--- config.mk ---
export PLATFORM = sky130hd
export DESIGN_NAME = mem_access_unit
export DESIGN_NICKNAME = d
export VERILOG_FILES = /design/src/rtl/mem_access_unit.sv
export SDC_FILE = /design/constraint.sdc
export NUM_CORES = 1
export LEC_CHECK = 0
export CELL_PAD_IN_SITES_DETAIL_PLACEMENT = 1
export CELL_PAD_IN_SITES_GLOBAL_PLACEMENT = 1
export CORE_ASPECT_RATIO = 1.25
export CORE_UTILIZATION = 29
export DETAILED_ROUTE_END_ITERATION = 12
export PLACE_DENSITY_LB_ADDON = 0.1
export SLEW_MARGIN = 10
export SYNTH_ARGS = -nofsm -noshare
export SYNTH_HDL_FRONTEND = slang
export SYNTH_SLANG_ARGS = --single-unit
--- constraint.sdc ---
create_clock -name clk -period 2.76 [get_ports clk]
set_input_delay 0.276 -clock clk [delete_from_list [all_inputs] [get_ports clk]]
set_output_delay 0.276 -clock clk [all_outputs]
set_load 0.01 [all_outputs]
--- src/rtl/mem_access_unit.sv ---
// -----------------------------------------------------------------------------
// mem_access_unit
//   Load/store unit for the MIPS150 memory stage. Accepts one load or store
//   from the pipeline, derives byte enables and lane-positioned store data,
//   drives a valid/ready memory request, waits for the read response of a
//   load and returns the extracted, sign/zero-extended result. Misaligned or
//   illegal ops are trapped and never reach memory.
//
// Ports
//   clk, rst            clock; synchronous active-low reset
//   op_valid/op_ready   pipeline handshake (op_ready high only when idle)
//   op_store/op_size/op_signed/op_addr/op_wdata/op_tag   op description
//   mem_req_*           memory request (addr aligned to the word, be, wdata, io)
//   mem_rsp_valid/rdata read response, only looked at while awaiting it
//   done                one-cycle retire pulse for every op
//   ld_valid/ld_data/ld_tag   load result, data and tag held until next load
//   misalign            one-cycle pulse with done for a trapped op
// -----------------------------------------------------------------------------
module mem_access_unit #(
    parameter int         DATA_W     = 32,
    parameter int         ADDR_W     = 32,
    parameter int         TAG_W      = 5,
    parameter int         BIG_ENDIAN = 1,
    parameter logic [3:0] IO_REGION  = 4'h8
) (
    input  logic                clk,
    input  logic                rst,
    input  logic                op_valid,
    output logic                op_ready,
    input  logic                op_store,
    input  logic [1:0]          op_size,
    input  logic                op_signed,
    input  logic [ADDR_W-1:0]   op_addr,
    input  logic [DATA_W-1:0]   op_wdata,
    input  logic [TAG_W-1:0]    op_tag,
    output logic                mem_req_valid,
    input  logic                mem_req_ready,
    output logic [ADDR_W-1:0]   mem_req_addr,
    output logic [DATA_W/8-1:0] mem_req_be,
    output logic [DATA_W-1:0]   mem_req_wdata,
    output logic                mem_req_io,
    input  logic                mem_rsp_valid,
    input  logic [DATA_W-1:0]   mem_rsp_rdata,
    output logic                done,
    output logic                ld_valid,
    output logic [DATA_W-1:0]   ld_data,
    output logic [TAG_W-1:0]    ld_tag,
    output logic                misalign
);

    localparam int         NB    = DATA_W / 8;
    localparam int         OFF_W = $clog2(NB);
    localparam logic [3:0] NB_L  = 4'(NB);

    localparam logic [1:0] ST_IDLE = 2'd0;
    localparam logic [1:0] ST_REQ  = 2'd1;
    localparam logic [1:0] ST_RSP  = 2'd2;
    localparam logic [1:0] ST_FIN  = 2'd3;

    logic [1:0]        state_r;
    logic              op_ready_r;
    logic              store_r;
    logic [1:0]        size_r;
    logic              signed_r;
    logic [TAG_W-1:0]  tag_r;
    logic [3:0]        sh_r;
    logic              req_valid_r;
    logic [ADDR_W-1:0] req_addr_r;
    logic [NB-1:0]     req_be_r;
    logic [DATA_W-1:0] req_wdata_r;
    logic              req_io_r;
    logic              done_r;
    logic              ld_valid_r;
    logic [DATA_W-1:0] ld_data_r;
    logic [TAG_W-1:0]  ld_tag_r;
    logic              misalign_r;

    logic [3:0]        nb_s;
    logic [3:0]        off_s;
    logic [3:0]        sh_s;
    logic              trap_s;
    logic [NB-1:0]     be_s;
    logic [DATA_W-1:0] dmask_s;
    logic [DATA_W-1:0] wdata_s;
    logic [ADDR_W-1:0] addr_aligned_s;
    logic              io_s;

    logic [3:0]        nb_r_s;
    logic [DATA_W-1:0] shifted_s;
    logic              sign_s;
    logic              fill_s;
    logic [DATA_W-1:0] ext_s;

    // Decode the offered op: access width, lane shift, trap, enables and data.
    // The lane shift is the lowest lane touched: the byte offset for little
    // endian, and NB - offset - size for big endian (first byte in top lane).
    always_comb begin
        nb_s  = 4'd1 << op_size;
        off_s = 4'(op_addr[OFF_W-1:0]);
        if (BIG_ENDIAN != 0) begin
            sh_s = NB_L - off_s - nb_s;
        end else begin
            sh_s = off_s;
        end
        case (op_size)
            2'd0:    trap_s = 1'b0;
            2'd1:    trap_s = op_addr[0];
            2'd2:    trap_s = |op_addr[1:0];
            default: trap_s = (DATA_W == 32) ? 1'b1 : (|op_addr[2:0]);
        endcase
        for (int k = 0; k < NB; k++) begin
            be_s[k]             = (4'(k) >= sh_s) && (4'(k) < (sh_s + nb_s));
            dmask_s[k*8 +: 8]   = (4'(k) < nb_s) ? 8'hFF : 8'h00;
        end
        wdata_s                     = (op_wdata & dmask_s) << {sh_s, 3'b000};
        addr_aligned_s              = op_addr;
        addr_aligned_s[OFF_W-1:0]   = {OFF_W{1'b0}};
        io_s                        = (op_addr[ADDR_W-1 -: 4] == IO_REGION);
    end

    // Extract the addressed bytes of the read word and extend them.
    always_comb begin
        nb_r_s    = 4'd1 << size_r;
        shifted_s = mem_rsp_rdata >> {sh_r, 3'b000};
        case (size_r)
            2'd0:    sign_s = shifted_s[7];
            2'd1:    sign_s = shifted_s[15];
            2'd2:    sign_s = shifted_s[31];
            default: sign_s = 1'b0;
        endcase
        fill_s = signed_r & sign_s;
        for (int k = 0; k < NB; k++) begin
            ext_s[k*8 +: 8] = (4'(k) < nb_r_s) ? shifted_s[k*8 +: 8] : {8{fill_s}};
        end
    end

    // Control FSM with registered request, retire pulses and load result.
    always_ff @(posedge clk) begin
        if (!rst) begin
            state_r     <= ST_IDLE;
            op_ready_r  <= 1'b1;
            store_r     <= 1'b0;
            size_r      <= 2'd0;
            signed_r    <= 1'b0;
            tag_r       <= {TAG_W{1'b0}};
            sh_r        <= 4'd0;
            req_valid_r <= 1'b0;
            req_addr_r  <= {ADDR_W{1'b0}};
            req_be_r    <= {NB{1'b0}};
            req_wdata_r <= {DATA_W{1'b0}};
            req_io_r    <= 1'b0;
            done_r      <= 1'b0;
            ld_valid_r  <= 1'b0;
            ld_data_r   <= {DATA_W{1'b0}};
            ld_tag_r    <= {TAG_W{1'b0}};
            misalign_r  <= 1'b0;
        end else begin
            done_r     <= 1'b0;
            ld_valid_r <= 1'b0;
            misalign_r <= 1'b0;
            case (state_r)
                ST_IDLE: begin
                    if (op_valid && op_ready_r) begin
                        op_ready_r <= 1'b0;
                        store_r    <= op_store;
                        size_r     <= op_size;
                        signed_r   <= op_signed;
                        tag_r      <= op_tag;
                        sh_r       <= sh_s;
                        if (trap_s) begin
                            state_r    <= ST_FIN;
                            done_r     <= 1'b1;
                            misalign_r <= 1'b1;
                        end else begin
                            state_r     <= ST_REQ;
                            req_valid_r <= 1'b1;
                            req_addr_r  <= addr_aligned_s;
                            req_be_r    <= op_store ? be_s : {NB{1'b0}};
                            req_wdata_r <= op_store ? wdata_s : {DATA_W{1'b0}};
                            req_io_r    <= io_s;
                        end
                    end
                end
                ST_REQ: begin
                    if (mem_req_ready) begin
                        req_valid_r <= 1'b0;
                        if (store_r) begin
                            state_r <= ST_FIN;
                            done_r  <= 1'b1;
                        end else begin
                            state_r <= ST_RSP;
                        end
                    end
                end
                ST_RSP: begin
                    if (mem_rsp_valid) begin
                        state_r    <= ST_FIN;
                        done_r     <= 1'b1;
                        ld_valid_r <= 1'b1;
                        ld_data_r  <= ext_s;
                        ld_tag_r   <= tag_r;
                    end
                end
                ST_FIN: begin
                    state_r    <= ST_IDLE;
                    op_ready_r <= 1'b1;
                end
                default: begin
                    state_r     <= ST_IDLE;
                    op_ready_r  <= 1'b1;
                    req_valid_r <= 1'b0;
                end
            endcase
        end
    end

    assign op_ready      = op_ready_r;
    assign mem_req_valid = req_valid_r;
    assign mem_req_addr  = req_addr_r;
    assign mem_req_be    = req_be_r;
    assign mem_req_wdata = req_wdata_r;
    assign mem_req_io    = req_io_r;
    assign done          = done_r;
    assign ld_valid      = ld_valid_r;
    assign ld_data       = ld_data_r;
    assign ld_tag        = ld_tag_r;
    assign misalign      = misalign_r;

endmodule

==> results by group, run 1 <==
Finish
  • Layout area overhead: 53.43%
  • Area of all placed cells without fillers: 0.009191 mm^2
  • Fraction of layout instances using a drive strength above 1: 0.1064
  • Most frequent standard cell in the layout excluding fill and tap cells: clkdlybuf4s50_1
  • Commonest non-fill, non-tap cells in the layout: clkdlybuf4s50_1, nand2_1, dfxtp_1
  • Final net count: 1,051
  • Total inserted antenna cells: 0
  • Final standard cell utilization of the core: 0.4556
  • Final instance count without filler cells: 1,210
  • Area used by sequential logic in the layout: 0.002482 mm^2
  • Footprint of the multi-input gates: 0.003174 mm^2
  • Number of fill cells: roughly 2,400

Timing
  • RSZ-0062 raised after global routing: false
  • Number of pins with negative max-slew slack in the final report: 0
  • Share of the cycle needed by the critical path after routing: 0.9272
  • Hold violation total from the final report: 0
  • Worst Tran Pin Value: about 0.90 ns
  • Top achievable clock speed: 0.3908 GHz
  • Max transition margin: 0.3986
  • Final Skew: 0.009010 ns
  • Shortest period the worst path allows: 2.559 ns
  • Setup violators final: 0
  • Total Neg Setup Slack: 0 ns

Clock network
  • CTS buffer count: 17
  • Clock latency on the worst-skew pair: 0.42 ns
  • CTS tree: built
  • Clock transition at the registers of the reported paths: 0.06 ns
  • Clock tree root buffer cell: clkbuf_16
  • Hold-fix buffers at CTS: 0
  • Number of setup buffers added after CTS: 0
  • H-tree levels: 4
  • Largest buffer count on any clock path: 2
  • Number of sinks driven by the clock tree: approximately 120

Placement
  • DPL Wire Length: 17,130 um
  • Number of placed instances with taps included: between 1,000 and 1,500
  • Post-Place Cell Area: 0.008539 mm^2
  • Final GP Congestion: approximately 0.9
  • Number of buffer cells added on primary ports: 218

Synthesis
  • Post-synthesis sequential area ratio: 0.4144
  • Post-synthesis area per instance: 8.379 um^2
  • Prevailing post-synth register cell: dfxtp_1
  • Fraction of synthesis flops using an asynchronous set or reset pin: 0
  • Synth cell types: 63
  • Count of flip-flops with a built-in enable after synthesis: 0
  • Synthesized cell area: around 0.006 mm^2
  • Total of flip-flops plus latches after synthesis: between 100 and 150
  • Yosys Warn Count: 0
  • Cells after Synth: 715

Detailed routing
  • Final routed wire length divided by cell count: roughly 19 um
  • Remaining DRCs: 0
  • Met1 layer wirelength in the final routing: just over 9000 um
  • Routed met3 length: approximately 1400 um
  • 1st-pass router iterations: 4
  • Number of antenna-violating nets in the routed design: 0
  • Routed WL: 22,810 um
  • Via count: 6,164
  • Highest Signal Layer: met4
  • Routed wl met2: roughly 12,000 um
  • Number of vias per cell after detailed routing: approximately 5.1
  • Drt initial violations: 212

Floorplan
  • Std-Cell Core Area: 0.02017 mm^2
  • Starting density of the core: 0.2969
  • DIE WIDTH: roughly 130 um
  • Area of the die: 0.02124 mm^2
  • Die Ht: 162.7 um
  • Placement Rows: 58
  • I/O pin count: 221

Pwr
  • Total power consumption of the routed design: 6212 uW
  • Leakage component of the power: around 0.0034 uW
  • Worst IR drop on VDD: 0.3802 mV
  • Power density over the cells: 675.8 mW/mm^2

Global routing
  • Initial antenna violation count: 0
  • Largest net degree at the start of global routing: 55
  • Sum of overflow across all layers after global routing: 0
  • Total Routing Usage GR: 0.2187
  • Vias in the first global route: 6,587
  • First-pass GRT wire length: 35,450 um

Job
  • Max-cap violations: 0

Setup path
  • Worst setup SP type: primary input
  • CP bufs+invs: 4
  • Worst path top cell family by delay: adder cells
  • Stage delay of the slowest cell on the critical path: 0.56 ns
  • Worst endpoint required time: between 3 and 4 ns
  • Arrival @ worst endpoint: approximately 2.9 ns
  • Setup crit end kind: flop
  • Cell with the largest stage delay on the worst path: fa_1
  • Largest fanout on the critical path: 3
  • Critical path, cell by cell: clkdlybuf4s50_1, ha_1, inv_1, ha_1, inv_1, fa_1, inv_1, ha_1, a21oi_2, mux2i_2, a311oi_1
  • Worst Path Class, Setup: primary input to flop

Min path
  • Class of the worst hold path: primary input to flop

Status
  • Status: completed
-- metrics by stage --
| step | hold slack [ns] | setup slack (ns) |
|---|---|---|
| finish | 0.4005 | 0.2008 |
| global route | 0.4108 | 0.1067 |
| CTS | 0.3798 | 0.02889 |
| detailed placement | 0.4448 | -0.4565 |
| global placement | 0.4424 | -0.2386 |
| floorplan | 0.4120 | 0.005403 |
-- layout make-up --
class                           instances  share of cell area
Clock inverter                         14             0.02015
Multi-Input combinational cell        510              0.3454
Timing Repair Buffer                  253              0.2724
Sequential cell                       124              0.2701
Clock buffer                           18             0.04669
Inverter                               21            0.008576
Tap cell                              270             0.03675
-- routing by layer --
| layer | track usage | vias to the layer above |
|---|---|---|
| met5 | 0 | - |
| met4 | 0.09457 | 0 |
| met3 | 0.06110 | 41 |
| met2 | 0.3872 | 197 |
| met1 | 0.2403 | 2963 |
| li1 | - | 2963 |
-- cell usage after synthesis (all sizes together), types with 13 or more instances --
cell / number / area [um^2]
buf: 28 / 172.7
nand4: 14 / 87.58
a221o: 15 / 150.1
ha: 13 / 162.7
o21ai: 47 / 235.2
a32oi: 16 / 140.1
mux2i: 25 / 250.2
nor2: 38 / 150.1
dfxtp: 124 / 2482
inv: 21 / 78.83
clkbuf: 33 / 123.9
nand2: 145 / 544.3
a21oi: 69 / 345.3
-- worst reg2reg max path: stages (launching register included) --
cell and delay (ns):
dfxtp_1 0.34, inv_1 0.14, ha_1 0.38, nand3_2 0.41, a21oi_2 0.27, buf_4 0.39
nand4_1 0.15, a31oi_1 0.20
-- report_power, final --
| group | switching (uW) | total [uW] | internal, uW |
|---|---|---|---|
| Clock | 902 | 2340 | 1440 |
| Sequential | 132 | 2090 | 1960 |
| Combinational | 991 | 1780 | 789 |
| Total | 2030 | 6210 | 4190 |
-- flip-flops by register name, indices dropped and copies added (netlist names), 2 cells and up --
name and flops:
ld_data 32, mem_req_wdata 32, mem_req_addr 30, ld_tag 5
tag_r 5, mem_req_be 4, sh_r 4, size_r 2
state_r 2
-- what timing repair did --
| action | 4_1_cts | 5_1_grt |
|---|---|---|
| pin swaps | 0 | 3 |
| endpoints found under the setup margin | 8 | 27 |
| gates resized for setup | 2 | 7 |
-- path summary, 6_finish.rpt --
check / start / end / slack (ns) / cells after the start
max: op_addr[1] / mem_req_be[0]$_SDFFE_PN0P_ / 0.20 / 11
min: op_addr[4] / mem_req_addr[4]$_SDFFE_PN0P_ / 0.40 / 3
max reg2reg: state_r[0]$_SDFFE_PN0P_ / mem_req_wdata[29]$_SDFFE_PN0P_ / 0.41 / 7
min reg2reg: ld_data[4]$_SDFFE_PN0P_ / ld_data[4]$_SDFFE_PN0P_ / 0.45 / 2
-- cells by family after synthesis --
| group | count (synthesis) | share of synthesized area |
|---|---|---|
| AOI/OAI and AO/OA | 208 | 0.2375 |
| xor gates and xnor gates | 2 | 0.002925 |
| adders and majority gates | 14 | 0.03049 |
| buffers and inverters | 82 | 0.06266 |
| DFF | 124 | 0.4144 |
| muxes | 34 | 0.06057 |
| other | 1 | 0.0006260 |
| and+or+nand+nor | 250 | 0.1909 |
(Power assumes the default switching activity.)
==> run 2, diff against run 1 <==
--- a/config.mk
+++ b/config.mk
@@ -10,7 +10,9 @@
 export CORE_ASPECT_RATIO = 1.25
 export CORE_UTILIZATION = 29
 export DETAILED_ROUTE_END_ITERATION = 12
+export GPL_TIMING_DRIVEN = 0
 export PLACE_DENSITY_LB_ADDON = 0.1
+export REMOVE_ABC_BUFFERS = 1
 export SLEW_MARGIN = 10
 export SYNTH_ARGS = -nofsm -noshare
 export SYNTH_HDL_FRONTEND = slang
==> run 2 against run 1 <==
Compared with the run above:
- worst setup slack lost 0.067 ns
- flip-flop and latch count is the same
- highest routed layer unchanged
- clock-buffer cell count is the same
- critical endpoint unchanged
- final area shrank 1.6%
- largest power group unchanged
- hold slack lost 0.17 ns
==> results by group, run 2 (synthesized netlist as in run 1, its figures left out) <==
Status
  • Status: completed (unchanged)

Detailed routing
  • Via count: 6,036 (was 6,164)
  • Final routed wire length divided by cell count: 18.46 um (was 18.85 um)
  • Drt initial violations: 234 (was 212)
  • Number of vias per cell after detailed routing: 5.094 (about the same)
  • Routed WL: 21,880 um (was 22,810 um)
  • Remaining DRCs: 0 (unchanged)
  • 1st-pass router iterations: 4 (unchanged)
  • Number of antenna-violating nets in the routed design: 0 (unchanged)

Finish
  • Area of all placed cells without fillers: 0.009046 mm^2 (was 0.009191 mm^2)
  • Final standard cell utilization of the core: 0.4484 (was 0.4556)
  • Commonest non-fill, non-tap cells in the layout: clkdlybuf4s50_1, nand2_1, dfxtp_1 (unchanged)
  • Fraction of layout instances using a drive strength above 1: 0.09071 (was 0.1064)
  • Number of fill cells: 2,351 (was 2,401)
  • Footprint of the multi-input gates: 0.003212 mm^2 (was 0.003174 mm^2)
  • Area used by sequential logic in the layout: 0.002485 mm^2 (was 0.002482 mm^2)
  • Final net count: 1,027 (was 1,051)
  • Total inserted antenna cells: 0 (unchanged)
  • Most frequent standard cell in the layout excluding fill and tap cells: clkdlybuf4s50_1 (unchanged)
  • Layout area overhead: 51.00% (was 53.43%)

Timing
  • Number of pins with negative max-slew slack in the final report: 0 (unchanged)
  • Total Neg Setup Slack: 0 ns (unchanged)
  • Setup violators final: 0 (unchanged)
  • Worst Tran Pin Value: 0.9754 ns (was 0.8988 ns)
  • Shortest period the worst path allows: 2.626 ns (was 2.559 ns)
  • Max transition margin: 0.3482 (was 0.3986)
  • Share of the cycle needed by the critical path after routing: 0.9516 (was 0.9272)
  • Top achievable clock speed: 0.3808 GHz (was 0.3908 GHz)
  • Hold violation total from the final report: 0 (unchanged)
  • Final Skew: 0.007817 ns (was 0.009010 ns)

Setup path
  • Cell with the largest stage delay on the worst path: fa_1 (unchanged)
  • Critical path, cell by cell: clkdlybuf4s50_1, inv_1, ha_2, ha_2, inv_1, fa_1, inv_1, ha_1, a21oi_2, mux2i_2, a311oi_1 (was clkdlybuf4s50_1, ha_1, inv_1, ha_1, inv_1, fa_1, inv_1, ha_1, a21oi_2, mux2i_2, a311oi_1)
  • Stage delay of the slowest cell on the critical path: 0.56 ns (about the same)
  • Most Frequent Cell on Critical Path: inv_1
  • R2R setup slack: 0.26 ns (was 0.41 ns)
  • Worst setup SP type: primary input (unchanged)
  • Worst endpoint required time: 3.04 ns (was 3.05 ns)
  • Worst Path Class, Setup: primary input to flop (unchanged)
  • Largest fanout on the critical path: 5 (was 3)
  • Arrival @ worst endpoint: 2.91 ns (was 2.85 ns)
  • Setup crit end kind: flop (unchanged)

Global routing
  • Largest net degree at the start of global routing: 77 (was 55)
  • Initial antenna violation count: 0 (unchanged)
  • Sum of overflow across all layers after global routing: 0 (unchanged)
  • Total Routing Usage GR: 0.2063 (was 0.2187)
  • First-pass GRT wire length: 33,490 um (was 35,450 um)
  • Vias in the first global route: 6,345 (was 6,587)

Floorplan
  • DIE WIDTH: 130.6 um (unchanged)
  • Area of the die: 0.02124 mm^2 (unchanged)
  • I/O pin count: 221 (unchanged)
  • Placement Rows: 58 (unchanged)
  • Std-Cell Core Area: 0.02017 mm^2 (unchanged)
  • Starting density of the core: 0.2969 (unchanged)
  • Die Ht: 162.7 um (unchanged)

Pwr
  • Net load switching power: 1976 uW (was 2025 uW)
  • Worst IR drop on VDD: 0.3758 mV (was 0.3802 mV)
  • Portion of total power attributed to combinational logic: 0.275 (was 0.287)
  • Power density over the cells: 676.6 mW/mm^2 (was 675.8 mW/mm^2)
  • Switch share: 0.3228 (was 0.3261)
  • Leakage component of the power: 0.003203 uW (was 0.003353 uW)
  • Clk network pwr share: 0.374 (was 0.377)
  • Total power consumption of the routed design: 6120 uW (was 6212 uW)
  • Sequential share of power: 0.350 (was 0.336)
  • Internal cell power: 4144 uW (was 4186 uW)

Clock network
  • H-tree levels: 4 (unchanged)
  • CTS buffer count: 17 (unchanged)
  • Largest buffer count on any clock path: 2 (unchanged)
  • Clock latency on the worst-skew pair: 0.42 ns (about the same)
  • Clock transition at the registers of the reported paths: 0.06 ns (about the same)
  • Hold-fix buffers at CTS: 0 (unchanged)
  • CTS tree: built (unchanged)
  • Clock tree root buffer cell: clkbuf_16 (unchanged)
  • Number of sinks driven by the clock tree: 124 (unchanged)

Placement
  • DPL Wire Length: 15,380 um (was 17,130 um)
  • Number of buffer cells added on primary ports: 218 (unchanged)
  • Post-Place Cell Area: 0.008325 mm^2 (was 0.008539 mm^2)
  • Final GP Congestion: 0.7979 (was 0.8797)

Job
  • Max-cap violations: 0 (unchanged)

Min path
  • Class of the worst hold path: primary input to flop (unchanged)
-- run 2: cell types whose count changed in the layout (fill, tap and decap cells not counted), sizes merged --
cell | previous run | this run
inv | 25 | 23
clkbuf | 18 | 19
buf | 35 | 11
clkinv | 5 | 2
clkinvlp | 2 | 6
a211oi | 7 | 8
dlymetal6s2s | 2 | 0
-- run 2: timing repair --
item                                   4_1_cts  5_1_grt
cloned                                       1        0
endpoints found under the hold margin        0        0
setup buffers                                6        0
resized for setup                           19        6
setup endpoints to repair                   52       46
pin swaps                                    2        1
-- run 2: path summary, 6_finish.rpt --
path | endpoint | startpoint | cells after the start
hold / removal | size_r[0]$_SDFFE_PN0P_ | op_size[0] | 3
setup / recovery | mem_req_be[0]$_SDFFE_PN0P_ | op_addr[0] | 11
hold reg to reg | mem_req_addr[19]$_SDFFE_PN0P_ | mem_req_addr[19]$_SDFFE_PN0P_ | 2
setup reg to reg | mem_req_wdata[9]$_SDFFE_PN0P_ | state_r[0]$_SDFFE_PN0P_ | 7
-- run 2: critical path: cells and delay by family --
kind | cells | cell delay, ns
compound gates | 2 | 0.38
fa+ha+maj | 4 | 1.20
buf+inv | 4 | 0.73
mux | 1 | 0.32
-- run 2: area by class of cell --
type,count,area share
Timing Repair Buffer,228,0.2570
Sequential cell,124,0.2747
Inverter,21,0.008990
Multi-Input combinational cell,511,0.3550
Clock buffer,18,0.04855
Clock inverter,13,0.01840
Tap cell,270,0.03734
-- run 2: per-stage QoR --
stage	setup WS [ns]	hold slack, ns	instances
final	0.1336	0.2336	1185
after global placement	-2.929	0.4378	1143
after detailed placement	-1.708	0.4477	1147
after CTS	0.001534	0.2230	1185
after floorplan	-0.5865	0.3379	655
after global routing	-0.007734	0.2374	1185
-- run 2: layer usage --
layer,global-route usage,part of all wire,up-vias
li1,-,-,2919
met1,0.2321,0.41,2917
met2,0.3668,0.51,174
met3,0.06209,0.070,26
met4,0.06531,0.013,0
met5,0,0,-
-- run 2: power groups by stage --
stage | Combinational [uW] | Sequential (uW) | Clock, uW
global route | 1840 | 2170 | 2430
CTS | 1700 | 2150 | 2350
floorplan | 827 | 2190 | 0
finish | 1690 | 2140 | 2290
detailed placement | 1650 | 2180 | 0
global placement | 1560 | 2170 | 0
